$ cat src/rtl/ysyx_24100006_lsu_pkg.sv
`default_nettype none
// ============================================================================
// Module  : ysyx_24100006_lsu_pkg
// Brief   : Shared LSU types, funct3 codes and op-legality helper.
// Rev     : 1.0  initial release
// ============================================================================
package ysyx_24100006_lsu_pkg;

    typedef enum logic [1:0] {
        ST_IDLE = 2'd0,
        ST_REQ  = 2'd1,
        ST_WAIT = 2'd2,
        ST_DONE = 2'd3
    } lsu_state_e;

    localparam logic [2:0] c_F3_LB  = 3'b000;
    localparam logic [2:0] c_F3_LH  = 3'b001;
    localparam logic [2:0] c_F3_LW  = 3'b010;
    localparam logic [2:0] c_F3_LBU = 3'b100;
    localparam logic [2:0] c_F3_LHU = 3'b101;
    localparam logic [2:0] c_F3_SB  = 3'b000;
    localparam logic [2:0] c_F3_SH  = 3'b001;
    localparam logic [2:0] c_F3_SW  = 3'b010;

    localparam int c_TIMEOUT_DEF = 255;

    // True when funct3 is a legal code for the op kind and the offset is aligned.
    function automatic logic lsu_op_ok(input logic is_store, input logic [2:0] f3,
                                       input logic [1:0] off);
        logic ok;
        ok = 1'b0;
        if (is_store) begin
            case (f3)
                c_F3_SB: ok = 1'b1;
                c_F3_SH: ok = ~off[0];
                c_F3_SW: ok = (off == 2'b00);
                default: ok = 1'b0;
            endcase
        end else begin
            case (f3)
                c_F3_LB, c_F3_LBU: ok = 1'b1;
                c_F3_LH, c_F3_LHU: ok = ~off[0];
                c_F3_LW:           ok = (off == 2'b00);
                default:           ok = 1'b0;
            endcase
        end
        return ok;
    endfunction

endpackage
`default_nettype wire

$ cat src/rtl/ysyx_24100006_lsu_if.sv
`default_nettype none
// ============================================================================
// Module  : ysyx_24100006_lsu_if
// Brief   : Data-memory request/response port between LSU and responder.
// Rev     : 1.0  initial release
// ============================================================================
interface ysyx_24100006_lsu_if;
    logic        mem_req_valid;
    logic        mem_req_ready;
    logic        mem_we;
    logic [31:0] mem_addr;
    logic [31:0] mem_wdata;
    logic [7:0]  mem_wmask;
    logic        mem_resp_valid;
    logic [31:0] mem_rdata;

    modport master (
        output mem_req_valid, mem_we, mem_addr, mem_wdata, mem_wmask,
        input  mem_req_ready, mem_resp_valid, mem_rdata
    );

    modport slave (
        input  mem_req_valid, mem_we, mem_addr, mem_wdata, mem_wmask,
        output mem_req_ready, mem_resp_valid, mem_rdata
    );
endinterface
`default_nettype wire

$ cat src/rtl/ysyx_24100006_lsu_align.sv
`default_nettype none
// ============================================================================
// Module  : ysyx_24100006_lsu_align
// Brief   : Store lane/mask generation and load byte/half extraction.
// Rev     : 1.0  initial release
// ============================================================================
module ysyx_24100006_lsu_align
    import ysyx_24100006_lsu_pkg::*;
(
    input  wire logic [2:0]  funct3,
    input  wire logic [1:0]  off,
    input  wire logic        is_store,
    input  wire logic [31:0] st_data,
    input  wire logic [31:0] ld_word,
    output logic      [7:0]  wmask,
    output logic      [31:0] wdata,
    output logic      [31:0] ld_data
);
    logic [4:0]  w_bit_off;
    logic [3:0]  w_lane;
    logic [31:0] w_ld_sh;

    assign w_bit_off = {off, 3'b000};
    assign w_ld_sh   = ld_word >> w_bit_off;

    always_comb begin
        wmask  = 8'h00;
        wdata  = 32'h0;
        w_lane = 4'b0000;
        if (is_store) begin
            case (funct3)
                c_F3_SB: begin
                    w_lane = 4'b0001 << off;
                    wdata  = {24'h0, st_data[7:0]} << w_bit_off;
                end
                c_F3_SH: begin
                    w_lane = 4'b0011 << off;
                    wdata  = {16'h0, st_data[15:0]} << w_bit_off;
                end
                c_F3_SW: begin
                    w_lane = 4'b1111;
                    wdata  = st_data;
                end
                default: begin
                    w_lane = 4'b0000;
                    wdata  = 32'h0;
                end
            endcase
            wmask = {4'b0000, w_lane};
        end
    end

    // LW is always aligned, so the shifted word equals the raw word.
    always_comb begin
        ld_data = 32'h0;
        case (funct3)
            c_F3_LB:  ld_data = {{24{w_ld_sh[7]}}, w_ld_sh[7:0]};
            c_F3_LH:  ld_data = {{16{w_ld_sh[15]}}, w_ld_sh[15:0]};
            c_F3_LW:  ld_data = w_ld_sh;
            c_F3_LBU: ld_data = {24'h0, w_ld_sh[7:0]};
            c_F3_LHU: ld_data = {16'h0, w_ld_sh[15:0]};
            default:  ld_data = 32'h0;
        endcase
    end
endmodule
`default_nettype wire

$ cat src/rtl/ysyx_24100006_lsu.sv
`default_nettype none
// ============================================================================
// Module  : ysyx_24100006_lsu
// Brief   : Single-outstanding load/store initiator between EXU, memory and WBU.
// Rev     : 1.0  initial release
// ============================================================================
module ysyx_24100006_lsu
    import ysyx_24100006_lsu_pkg::*;
#(
    parameter int TIMEOUT = c_TIMEOUT_DEF,
    parameter int TO_W    = 8
) (
    input  wire logic        clk,
    input  wire logic        rst_n,
    input  wire logic        in_valid,
    output logic             in_ready,
    input  wire logic        in_ren,
    input  wire logic        in_wen,
    input  wire logic [2:0]  in_funct3,
    input  wire logic [31:0] in_addr,
    input  wire logic [31:0] in_wdata,
    output logic             out_valid,
    input  wire logic        out_ready,
    output logic      [31:0] out_rdata,
    output logic             out_err,
    ysyx_24100006_lsu_if.master mem
);
    localparam logic [TO_W-1:0] c_TO_MAX = TO_W'(TIMEOUT);

    lsu_state_e      r_state, w_state_nxt;
    logic            r_wen;
    logic [2:0]      r_funct3;
    logic [31:0]     r_addr;
    logic [31:0]     r_wdata;
    logic [31:0]     r_rdata;
    logic            r_err;
    logic [TO_W-1:0] r_cnt;

    logic            w_mem_op;
    logic            w_op_ok;
    logic            w_timeout;
    logic [7:0]      w_wmask;
    logic [31:0]     w_wdata;
    logic [31:0]     w_ld_data;

    assign w_mem_op  = in_ren | in_wen;
    assign w_op_ok   = lsu_op_ok(in_wen, in_funct3, in_addr[1:0]);
    assign w_timeout = (r_cnt == c_TO_MAX);

    ysyx_24100006_lsu_align u_align (
        .funct3   (r_funct3),
        .off      (r_addr[1:0]),
        .is_store (r_wen),
        .st_data  (r_wdata),
        .ld_word  (mem.mem_rdata),
        .wmask    (w_wmask),
        .wdata    (w_wdata),
        .ld_data  (w_ld_data)
    );

    always_comb begin
        w_state_nxt = r_state;
        case (r_state)
            ST_IDLE: if (in_valid) w_state_nxt = (w_mem_op && w_op_ok) ? ST_REQ : ST_DONE;
            ST_REQ:  if (mem.mem_req_ready) w_state_nxt = ST_WAIT;
            ST_WAIT: if (mem.mem_resp_valid || w_timeout) w_state_nxt = ST_DONE;
            ST_DONE: if (out_ready) w_state_nxt = ST_IDLE;
            default: w_state_nxt = ST_IDLE;
        endcase
    end

    always_ff @(posedge clk or negedge rst_n) begin
        if (!rst_n) begin
            r_state  <= ST_IDLE;
            r_wen    <= 1'b0;
            r_funct3 <= 3'b000;
            r_addr   <= 32'h0;
            r_wdata  <= 32'h0;
            r_rdata  <= 32'h0;
            r_err    <= 1'b0;
            r_cnt    <= '0;
        end else begin
            r_state <= w_state_nxt;
            case (r_state)
                ST_IDLE: begin
                    r_cnt <= '0;
                    if (in_valid) begin
                        r_wen    <= in_wen;
                        r_funct3 <= in_funct3;
                        r_addr   <= in_addr;
                        r_wdata  <= in_wdata;
                        r_rdata  <= 32'h0;
                        r_err    <= w_mem_op & ~w_op_ok;
                    end
                end
                ST_WAIT: begin
                    // A response arriving on the last timeout cycle still wins.
                    if (mem.mem_resp_valid) begin
                        r_rdata <= r_wen ? 32'h0 : w_ld_data;
                        r_err   <= 1'b0;
                        r_cnt   <= '0;
                    end else if (w_timeout) begin
                        r_rdata <= 32'h0;
                        r_err   <= 1'b1;
                        r_cnt   <= '0;
                    end else begin
                        r_cnt <= r_cnt + TO_W'(1);
                    end
                end
                default: ;
            endcase
        end
    end

    assign in_ready          = (r_state == ST_IDLE);
    assign out_valid         = (r_state == ST_DONE);
    assign out_rdata         = r_rdata;
    assign out_err           = r_err;
    assign mem.mem_req_valid = (r_state == ST_REQ);
    assign mem.mem_we        = r_wen;
    assign mem.mem_addr      = {r_addr[31:2], 2'b00};
    assign mem.mem_wdata     = w_wdata;
    assign mem.mem_wmask     = w_wmask;
endmodule
`default_nettype wire

$ cat src/flat_wrapper.sv
// flat-port wrapper written by rule: the top's interface ports become plain ports
module ysyx_24100006_lsu_flat import ysyx_24100006_lsu_pkg::*;
#(
    parameter int TIMEOUT = c_TIMEOUT_DEF,
    parameter int TO_W    = 8
)
  (clk, rst_n, in_valid, in_ready, in_ren, in_wen, in_funct3, in_addr, in_wdata, out_valid, out_ready, out_rdata, out_err, mem_mem_req_valid, mem_mem_we, mem_mem_addr, mem_mem_wdata, mem_mem_wmask, mem_mem_req_ready, mem_mem_resp_valid, mem_mem_rdata);
  ysyx_24100006_lsu_if mem_i ();
  input  wire logic clk;
  input  wire logic rst_n;
  input  wire logic in_valid;
  output logic in_ready;
  input  wire logic in_ren;
  input  wire logic in_wen;
  input  wire logic [2:0] in_funct3;
  input  wire logic [31:0] in_addr;
  input  wire logic [31:0] in_wdata;
  output logic out_valid;
  input  wire logic out_ready;
  output logic      [31:0] out_rdata;
  output logic out_err;
  output wire logic [$bits(mem_i.mem_req_valid)-1:0] mem_mem_req_valid;
  output wire logic [$bits(mem_i.mem_we)-1:0] mem_mem_we;
  output wire logic [$bits(mem_i.mem_addr)-1:0] mem_mem_addr;
  output wire logic [$bits(mem_i.mem_wdata)-1:0] mem_mem_wdata;
  output wire logic [$bits(mem_i.mem_wmask)-1:0] mem_mem_wmask;
  input wire logic [$bits(mem_i.mem_req_ready)-1:0] mem_mem_req_ready;
  input wire logic [$bits(mem_i.mem_resp_valid)-1:0] mem_mem_resp_valid;
  input wire logic [$bits(mem_i.mem_rdata)-1:0] mem_mem_rdata;
  assign mem_mem_req_valid = mem_i.mem_req_valid;
  assign mem_mem_we = mem_i.mem_we;
  assign mem_mem_addr = mem_i.mem_addr;
  assign mem_mem_wdata = mem_i.mem_wdata;
  assign mem_mem_wmask = mem_i.mem_wmask;
  assign mem_i.mem_req_ready = mem_mem_req_ready;
  assign mem_i.mem_resp_valid = mem_mem_resp_valid;
  assign mem_i.mem_rdata = mem_mem_rdata;
  ysyx_24100006_lsu #(.TIMEOUT(TIMEOUT), .TO_W(TO_W)) u_core (.clk(clk), .rst_n(rst_n), .in_valid(in_valid), .in_ready(in_ready), .in_ren(in_ren), .in_wen(in_wen), .in_funct3(in_funct3), .in_addr(in_addr), .in_wdata(in_wdata), .out_valid(out_valid), .out_ready(out_ready), .out_rdata(out_rdata), .out_err(out_err), .mem(mem_i));
endmodule
$ cat config.mk
export PLATFORM = sky130hd
export DESIGN_NAME = ysyx_24100006_lsu_flat
export DESIGN_NICKNAME = d
export VERILOG_FILES = /design/src/rtl/ysyx_24100006_lsu_pkg.sv /design/src/rtl/ysyx_24100006_lsu_if.sv /design/src/rtl/ysyx_24100006_lsu_align.sv /design/src/rtl/ysyx_24100006_lsu.sv /design/src/flat_wrapper.sv
export SDC_FILE = /design/constraint.sdc
export NUM_CORES = 1
export LEC_CHECK = 0
export CORE_MARGIN = 8
export CORE_UTILIZATION = 49
export DETAILED_ROUTE_END_ITERATION = 7
export HOLD_SLACK_MARGIN = 0.08
export PLACE_DENSITY = 0.94
export SYNTH_ARGS = -nofsm -noshare
export SYNTH_HDL_FRONTEND = slang
export SYNTH_HIERARCHICAL = 1
export SYNTH_SLANG_ARGS = --single-unit
$ cat constraint.sdc
create_clock -name clk -period 4.5 [get_ports clk]
set_input_delay 0.9 -clock clk [delete_from_list [all_inputs] [get_ports clk]]
set_output_delay 0.9 -clock clk [all_outputs]
set_load 0.02 [all_outputs]
==> results.yml, run 1 <==
outcome:
  status: "finished clean"
placement:
  portBuffers: 209
  place_worst_setup_slack_ps: 1200
  dp_cells: 864
  hpwl_um: 14100
  place_area_um2: 8020
  gp_congestion: 0.891
floorplanning:
  die-area_um2: 16400
  start_util_pct: 49.4
  dieHeight_um: 128
  rows: 41
  pin_count: 216
  die_w_um: 128
  core_um2: 12400
sta:
  hold_viol: 0
  whs_ps: 506
  fin_ws_ps: 787
  slew_headroom_pct: 37.7
  setup_viol: 0
  min_period_ps: 3710
  setup_tns_ps: 0
  drv_slew: 0
  fmax_mhz: 269
  clock_skew_ps: 9.10
  worst_pin_slew_ps: 929
  rsz0062_at_grt: "no"
  layout_worst_path_cycle_share_pct: 82.5
clock_tree:
  cts_root_buf: "clkbuf_16"
  cts_made_buffers: 9
  clock_latency_ps: 350
  tritoncts: "built"
  clock_path_buffers: 2
  cts_hold_buf: 0
  h-tree-depth: 3
  cts.sinks: 111
  cts_setup_buffers: 0
  cts_resized: 0
  cts.clk_slew.worst_paths_ps: 80
final_layout:
  postLayoutCoreUtil_pct: 67.0
  nets: 815
  final-instance-count-excl-fill: 880
  fin_area_um2: 8310
  drive_gt1_share_pct: 15.5
  antennaDiodeCount: 0
  fillers: 961
  areaGrowthSynthToFinish_pct: 35.5
synthesis:
  yosysSeqAreaShare_pct: 45.3
  synth-edff-count: 0
  synthFlopType: "dfrtp_1"
  syn_area_um2: 6140
  synth_compound_area_share_pct: 17.8
  synth_mux_area_share_pct: 15.8
  yosys_warnings: 6
  avgSynthCellArea_um2: 11.2
  synth_cell_type_count: 49
  synth_fa_ha_area_share_pct: 1.02
  netlist_instances: 546
  synthArstFlopShare_pct: 100
  ys_ff_latch: 111
  synthSimpleGateAreaFrac_pct: 10.6
  synth_top_family_by_area: "compound AO/OA/AOI/OAI gates"
  synth_xor_area_share_pct: 0.856
grt:
  grt_pass1_wl_um: 29200
  grt_max_degree: 60
  gr-usage-all-layers_pct: 22.7
  grt_antenna_before_repair: 0
  grt_pass1_vias: 5414
  gr-total-overflow: 0
detailed_routing:
  route.detailed.drc: 0
  ant_nets: 0
  vias: 5036
  avgViaCountPerCell: 5.72
  routed_wl_um: 18700
  drt-wirelength-per-cell_um: 21.2
  dr.pass1.iters: 5
  drtIter0Drc: 410
worst_hold_path:
  holdCritStartpoint: "u_core/out_rdata[31]$_DFFE_PN0P_"
  worstHoldPathType: "flop to flop"
critical_path:
  crit_arrival_ps: 2810
  path_max_fanout: 25
  critPathCaptureType: "output pin"
  path_class: "flop to output pin"
  setup.worst_path.start_class: "flop"
  worstReg2RegStart: "u_core/r_state[0]$_DFFE_PN0P_"
  required_ps: 3600
  startpoint: "u_core/r_funct3[1]$_DFFE_PN0P_"
power:
  power.leakage_nw: 3.42
  power_density_nw_per_um2: 685
  vdd_drop_max_uv: 445
  power_mw: 5.69
job:
  max_cap_viol_count: 0
==> cells in the final DEF (no fill, tap or decap), types with 4 or more instances in the layout <==
| cell | synthesis | routed |
|---|---|---|
| o2bb2ai_1 | 16 | 16 |
| ha_1 | 5 | 5 |
| mux2i_1 | 18 | 18 |
| buf_4 | 41 | 7 |
| o21ai_0 | 17 | 17 |
| mux2_2 | 68 | 68 |
| dfrtp_1 | 111 | 110 |
| and2_1 | 25 | 25 |
| a22o_1 | 40 | 40 |
| a211oi_1 | 17 | 17 |
| nor2b_1 | 20 | 20 |
| clkbuf_16 | 0 | 9 |
| a22oi_1 | 18 | 18 |
| nand2_1 | 26 | 25 |
| conb_1 | 2 | 6 |
| inv_1 | 8 | 8 |
| a21oi_1 | 9 | 9 |
| nor2_1 | 24 | 23 |
| clkdlybuf4s50_1 | 0 | 208 |
| xor2_1 | 4 | 4 |
==> final timing paths <==
path                                                    endpoint  slack, ps  cells after the start
min in group asynchronous       u_core/out_rdata[29]$_DFFE_PN0P_        620                      1
worst max-delay path                            mem_mem_wdata[8]        790                      5
worst max register to register     u_core/r_addr[14]$_DFFE_PN0P_       2030                      5
worst min-delay path            u_core/out_rdata[31]$_DFFE_PN0P_        510                      1
worst min register to register  u_core/out_rdata[31]$_DFFE_PN0P_        510                      1
max in group asynchronous           u_core/r_addr[0]$_DFFE_PN0P_       3000                      2
==> synth_stat cells, types with 18 or more instances <==
master / instances / share of area [%]
a22o_1: 40 / 5.7
a22oi_1: 18 / 2.2
and2_1: 25 / 2.5
buf_2: 22 / 1.8
buf_4: 41 / 5.0
dfrtp_1: 111 / 45
mux2_2: 68 / 12
mux2i_1: 18 / 2.9
nand2_1: 26 / 1.6
nor2_1: 24 / 1.5
nor2b_1: 20 / 2.0
==> registers in the layout (all words and copies together), names as in the netlist <==
register,flops
u_core/mem.mem_we,1
u_core/out_err,1
u_core/out_rdata,32
u_core/r_addr,32
u_core/r_cnt,8
u_core/r_funct3,3
u_core/r_state,2
u_core/r_wdata,32
==> kinds of logic (layout without fill, tap and decap cells) <==
group                      count (synthesis)  count (layout)
xor gates and xnor gates                   6               6
adders and majority gates                  5               5
other                                      2               6
buffers and inverters                     82             240
DFF                                      111             111
and+or+nand+nor                          116             116
muxes                                     87              87
AOI/OAI and AO/OA                        137             137
==> report_power, final <==
| part | switching (mW) | internal (mW) | total [mW] |
|---|---|---|---|
| registers | 0.448 | 1.41 | 1.86 |
| logic | 1.56 | 1.45 | 3.02 |
| clock network | 0.379 | 0.437 | 0.816 |
==> worst max-delay path: stages, from the launching register on <==
cell	delay, ps
dfrtp_1	800
nand2b_2	190
nor2_4	480
o2bb2ai_1	170
and2_1	150
clkdlybuf4s50_1	650
==> per-layer routing <==
layer	part of all wire [%]	vias up	track usage (%)
met1	39	2464	26.3
met4	2.2	0	8.88
met3	9.4	39	6.86
li1	-	2248	-
met2	50	285	38.6
met5	0	-	0
==> final cells by class <==
cell class	count	area (µm²)	area share, %
inverters	9	33.8	0.406
clock buffers	10	229	2.75
multi-input cells	357	2850	34.3
clock inverters	6	68.8	0.828
flip-flops and latches	111	2780	33.4
well taps	172	215	2.59
repair buffers	215	2130	25.7
(Power assumes the default switching activity.)
==> run 2: changes to the inputs <==
--- a/config.mk
+++ b/config.mk
@@ -6,10 +6,10 @@
 export NUM_CORES = 1
 export LEC_CHECK = 0
 export CORE_MARGIN = 8
-export CORE_UTILIZATION = 49
+export CORE_UTILIZATION = 41
 export DETAILED_ROUTE_END_ITERATION = 7
 export HOLD_SLACK_MARGIN = 0.08
-export PLACE_DENSITY = 0.94
+export PLACE_DENSITY = 0.85
 export SYNTH_ARGS = -nofsm -noshare
 export SYNTH_HDL_FRONTEND = slang
 export SYNTH_HIERARCHICAL = 1
==> constraint.sdc (replaced) <==
create_clock -name clk -period 3.4 [get_ports clk]
set_input_delay 0.68 -clock clk [delete_from_list [all_inputs] [get_ports clk]]
set_output_delay 0.68 -clock clk [all_outputs]
set_load 0.02 [all_outputs]
==> results.yml, run 2 (same netlist as run 1, synthesis figures left out) <==
grt:
  grt_max_degree: 71
  grtUsageMet1_pct: 21.7
  gr-usage-all-layers_pct: 18.8
  grt_pass1_vias: 5256
  gr-max-usage-layer: "met2"
  grt.met3_usage_pct: 6.64
  grt_pass1_wl_um: 29400
  gr-total-overflow: 0
  met2_usage_pct: 30.8
  grt_antenna_before_repair: 0
power:
  vdd_drop_max_uv: 432
  swShare_pct: 41.8
  comb_power_share_pct: 55.1
  p_switching_mw: 3.15
  pwr-share-clk_pct: 13.7
  seqPwrFrac_pct: 31.2
  internal_power_mw: 4.39
  power_density_nw_per_um2: 901
  power.leakage_nw: 3.46
  power_mw: 7.54
critical_path:
  critical_path.cell_chain: "or3_1, a21oi_2, and2_1, clkdlybuf4s50_1"
  path_class: "flop to output pin"
  cpMaxStageDelayCell: "clkdlybuf4s50_1"
  required_ps: 2720
  rrSetupSlack_ps: 820
  crit_arrival_ps: 2600
  setup.worst_path.start_class: "flop"
  path_max_fanout: 17
  critPathCaptureType: "output pin"
  cpPeakStageDelay_ps: 630
final_layout:
  antennaDiodeCount: 0
  fin_area_um2: 8370
  final_cell_mix: "208 x clkdlybuf4s50_1, 110 x dfrtp_1, 68 x mux2_2"
  drive_gt1_share_pct: 16.1
  fillers: 1195
  mostFrequentLayoutCell: "clkdlybuf4s50_1"
  areaGrowthSynthToFinish_pct: 36.4
  nets: 821
clock_tree:
  tritoncts: "built"
  cts.clk_slew.worst_paths_ps: 70
  clock_latency_ps: 350
  cts.sinks: 111
  h-tree-depth: 3
  cts_hold_buf: 0
  clock_path_buffers: 2
  cts_made_buffers: 9
  cts_root_buf: "clkbuf_16"
floorplanning:
  dieHeight_um: 138
  die_w_um: 138
  core_um2: 14600
  pin_count: 216
  die-area_um2: 19100
  rows: 44
  start_util_pct: 42.1
detailed_routing:
  routed_wl_um: 18800
  drtIter0Drc: 277
  drt-wirelength-per-cell_um: 20.9
  vias: 5032
  route.detailed.drc: 0
  ant_nets: 0
  avgViaCountPerCell: 5.60
  dr.pass1.iters: 5
sta:
  setup_viol: 0
  fmax_mhz: 305
  setup_tns_ps: 0
  whs_ps: 412
  layout_worst_path_cycle_share_pct: 96.4
  drv_slew: 0
  rsz0062_at_grt: "no"
  min_period_ps: 3280
  hold_viol: 0
  worst_pin_slew_ps: 948
  clock_skew_ps: 7.04
  slew_headroom_pct: 36.5
job:
  max_cap_viol_count: 0
placement:
  portBuffers: 209
  place_area_um2: 8060
  hpwl_um: 13800
  gp_congestion: 0.928
outcome:
  status: "finished clean"
worst_hold_path:
  worstHoldPathType: "input port to asynchronous set/reset pin"
==> run 2: changes by cell type in the layout (fill, tap and decap cells not counted), sizes merged <==
| cell | before | now |
|---|---|---|
| buf | 7 | 12 |
| clkinvlp | 1 | 0 |
| inv | 11 | 9 |
| clkbuf | 10 | 14 |
| nor2 | 25 | 26 |
| bufinv | 1 | 0 |
==> run 2: final timing paths <==
check                                                 from                          endpoint  depth (start not counted)
setup / recovery              u_core/r_addr[0]$_DFFE_PN0P_                  mem_mem_wdata[0]                          4
hold / removal                                       rst_n   u_core/out_rdata[4]$_DFFE_PN0P_                          1
setup reg to reg              u_core/r_addr[1]$_DFFE_PN0P_  u_core/out_rdata[19]$_DFFE_PN0P_                          6
hold reg to reg            u_core/out_rdata[2]$_DFFE_PN0P_   u_core/out_rdata[2]$_DFFE_PN0P_                          1
max in group asynchronous                            rst_n  u_core/out_rdata[15]$_DFFE_PN0P_                          2
min in group clk           u_core/out_rdata[2]$_DFFE_PN0P_   u_core/out_rdata[2]$_DFFE_PN0P_                          1
==> run 2: per-layer routing <==
| layer | vias up | part of all wire [%] | wire [µm] |
|---|---|---|---|
| met1 | 2476 | 40 | 7520 |
| met4 | 0 | 3.2 | 598 |
| met2 | 258 | 48 | 8940 |
| met5 | - | 0 | 0 |
| met3 | 36 | 9.2 | 1740 |
| li1 | 2262 | - | - |
==> run 2: power groups by stage <==
stage	clock network (mW)	registers (mW)	logic, mW
after floorplan	0	2.29	2.91
after global placement	0	2.32	4.02
after detailed placement	0	2.36	4.11
after CTS	1.07	2.34	4.13
after global routing	1.11	2.44	4.43
final	1.03	2.35	4.16
==> run 2: cell type report <==
class / count / area, µm² / area share (%)
clock buffer: 14 / 274 / 3.27
clock inverter: 2 / 13.8 / 0.164
inverter: 9 / 33.8 / 0.404
multi-input combinational: 358 / 2870 / 34.3
sequential: 111 / 2780 / 33.2
tap: 184 / 230 / 2.75
timing repair buffer: 220 / 2170 / 25.9
==> run 2: repair_timing <==
action	in CTS	in global routing
resized for setup	0	1
setup endpoints to repair	0	11
setup buffers	0	2
==> run 2: critical path: cells and delay by family (launching register included) <==
| family | cells | cell delay (ps) |
|---|---|---|
| DFF | 1 | 540 |
| AOI/OAI and AO/OA | 1 | 430 |
| buffers and inverters | 1 | 630 |
| and+or+nand+nor | 2 | 650 |
==> run 2: through the flow <==
stage | setup slack, ps | utilization, % | std cells
after detailed placement | 398 | 55.2 | 879
after global routing | 19.2 | 57.4 | 898
after global placement | 429 | 55.2 | 879
after CTS | 8.03 | 57.2 | 895
after floorplan | 1190 | - | 550
final | 121 | 57.4 | 898
==> run 3: changes to the inputs <==
--- a/config.mk
+++ b/config.mk
@@ -6,10 +6,10 @@
 export NUM_CORES = 1
 export LEC_CHECK = 0
 export CORE_MARGIN = 8
-export CORE_UTILIZATION = 41
+export CORE_UTILIZATION = 49
 export DETAILED_ROUTE_END_ITERATION = 7
 export HOLD_SLACK_MARGIN = 0.08
-export PLACE_DENSITY = 0.85
+export PLACE_DENSITY = 0.94
 export SYNTH_ARGS = -nofsm -noshare
 export SYNTH_HDL_FRONTEND = slang
 export SYNTH_HIERARCHICAL = 1
==> constraint.sdc (replaced) <==
create_clock -name clk -period 3.8 [get_ports clk]
set_input_delay 1.14 -clock clk [delete_from_list [all_inputs] [get_ports clk]]
set_output_delay 1.14 -clock clk [all_outputs]
set_load 0.02 [all_outputs]
==> results.yml, run 3 (same netlist as run 1, synthesis figures left out) <==
sta:
  slew_headroom_pct: 38.3
  whs_ps: 502
  layout_worst_path_cycle_share_pct: 96.1
  hold_viol: 0
  clock_skew_ps: 8.14
  worst_pin_slew_ps: 920
  min_period_ps: 3650
  drv_slew: 0
  setup_viol: 0
  fmax_mhz: 274
  rsz0062_at_grt: "no"
  setup_tns_ps: 0
critical_path:
  setup.worst_path.start_class: "flop"
  path_max_fanout: 11
  critPathCaptureType: "output pin"
  required_ps: 2660
  path_class: "flop to output pin"
  crit_arrival_ps: 2510
floorplanning:
  rows: 41
  core_um2: 12400
  pin_count: 216
  die_w_um: 128
  die-area_um2: 16400
  dieHeight_um: 128
  start_util_pct: 49.4
grt:
  grt_pass1_vias: 5375
  gr-usage-all-layers_pct: 22.5
  gr-total-overflow: 0
  grt_pass1_wl_um: 28800
  grt_antenna_before_repair: 0
  grt_max_degree: 42
final_layout:
  areaGrowthSynthToFinish_pct: 37.3
  multi_input_area_um2: 2860
  final_cell_mix: "207 x clkdlybuf4s50_1, 109 x dfrtp_1, 68 x mux2_2"
  antennaDiodeCount: 0
  seqCellArea_um2: 2780
  fin_area_um2: 8430
  nets: 823
  drive_gt1_share_pct: 16.6
  final-instance-count-excl-fill: 888
  fillers: 931
  postLayoutCoreUtil_pct: 67.9
  mostFrequentLayoutCell: "clkdlybuf4s50_1"
detailed_routing:
  routed_wl_um: 18800
  drtIter0Drc: 399
  drt-wirelength-per-cell_um: 21.2
  vias: 5051
  ant_nets: 0
  avgViaCountPerCell: 5.69
  route.detailed.drc: 0
  dr.pass1.iters: 5
clock_tree:
  cts.sinks: 111
  tritoncts: "built"
  h-tree-depth: 3
  cts.clk_slew.worst_paths_ps: 70
  cts_made_buffers: 9
  clock_path_buffers: 2
  cts_root_buf: "clkbuf_16"
  clock_latency_ps: 350
placement:
  hpwl_um: 14200
  portBuffers: 209
  gp_congestion: 0.907
  place_area_um2: 8070
  dp_cells: 868
worst_hold_path:
  worstHoldPathType: "flop to flop"
power:
  vdd_drop_max_uv: 459
  power_density_nw_per_um2: 816
  power.leakage_nw: 3.49
outcome:
  status: "finished clean"
job:
  max_cap_viol_count: 0
==> run 3: critical path, stage by stage (launching register included) <==
cell and delay, ps:
dfrtp_1 580, or3_1 610, o2bb2ai_1 190, and2_1 140
clkdlybuf4s50_1 650
==> run 3: repair_timing <==
| action | CTS | global route |
|---|---|---|
| hold buffers | 0 | 0 |
| setup buffers | 0 | 3 |
| cloned | 0 | 1 |
| endpoints found under the hold margin | 0 | 0 |
| endpoints found under the setup margin | 1 | 23 |
| gates resized for setup | 1 | 2 |
| pin swaps | 0 | 1 |
==> run 3: worst paths after layout <==
kind	from	end	slack (ps)	depth (start not counted)
max	u_core/r_funct3[2]$_DFFE_PN0P_	mem_mem_wdata[15]	150	4
min	u_core/out_rdata[10]$_DFFE_PN0P_	u_core/out_rdata[10]$_DFFE_PN0P_	500	1
max reg2reg	u_core/r_addr[1]$_DFFE_PN0P_	u_core/out_rdata[20]$_DFFE_PN0P_	1230	6
min reg2reg	u_core/out_rdata[10]$_DFFE_PN0P_	u_core/out_rdata[10]$_DFFE_PN0P_	500	1
max in group asynchronous	rst_n	u_core/r_wdata[28]$_DFFE_PN0P_	2220	2
min in group asynchronous	rst_n	u_core/out_rdata[28]$_DFFE_PN0P_	720	1
==> run 3: through the flow <==
stage / setup slack, ps / total power, mW
after detailed placement: 374 / 5.80
after CTS: 9.39 / 6.85
after global placement: 388 / 5.65
after global routing: 46.7 / 7.25
after floorplan: 1130 / 4.65
final: 148 / 6.88
==> run 3: final cells by class <==
cell class,instances,area share (%)
repair buffers,222,26.2
clock inverters,5,0.965
inverters,9,0.401
clock buffers,11,2.88
flip-flops and latches,111,33.0
multi-input cells,358,34.0
well taps,172,2.55
==> run 3: layer usage <==
metal	wire length [µm]	track usage, %	vias up
li1	-	-	2262
met1	7400	25.8	2466
met2	9030	38.0	262
met3	1630	6.78	61
met4	742	10.1	0
met5	0	0	-
==> run 3: report_power, final <==
group	switching [mW]	leakage, nW	internal [mW]
Sequential	0.440	1.39	1.67
Clock	0.426	0.156	0.597
Combinational	1.98	1.94	1.77
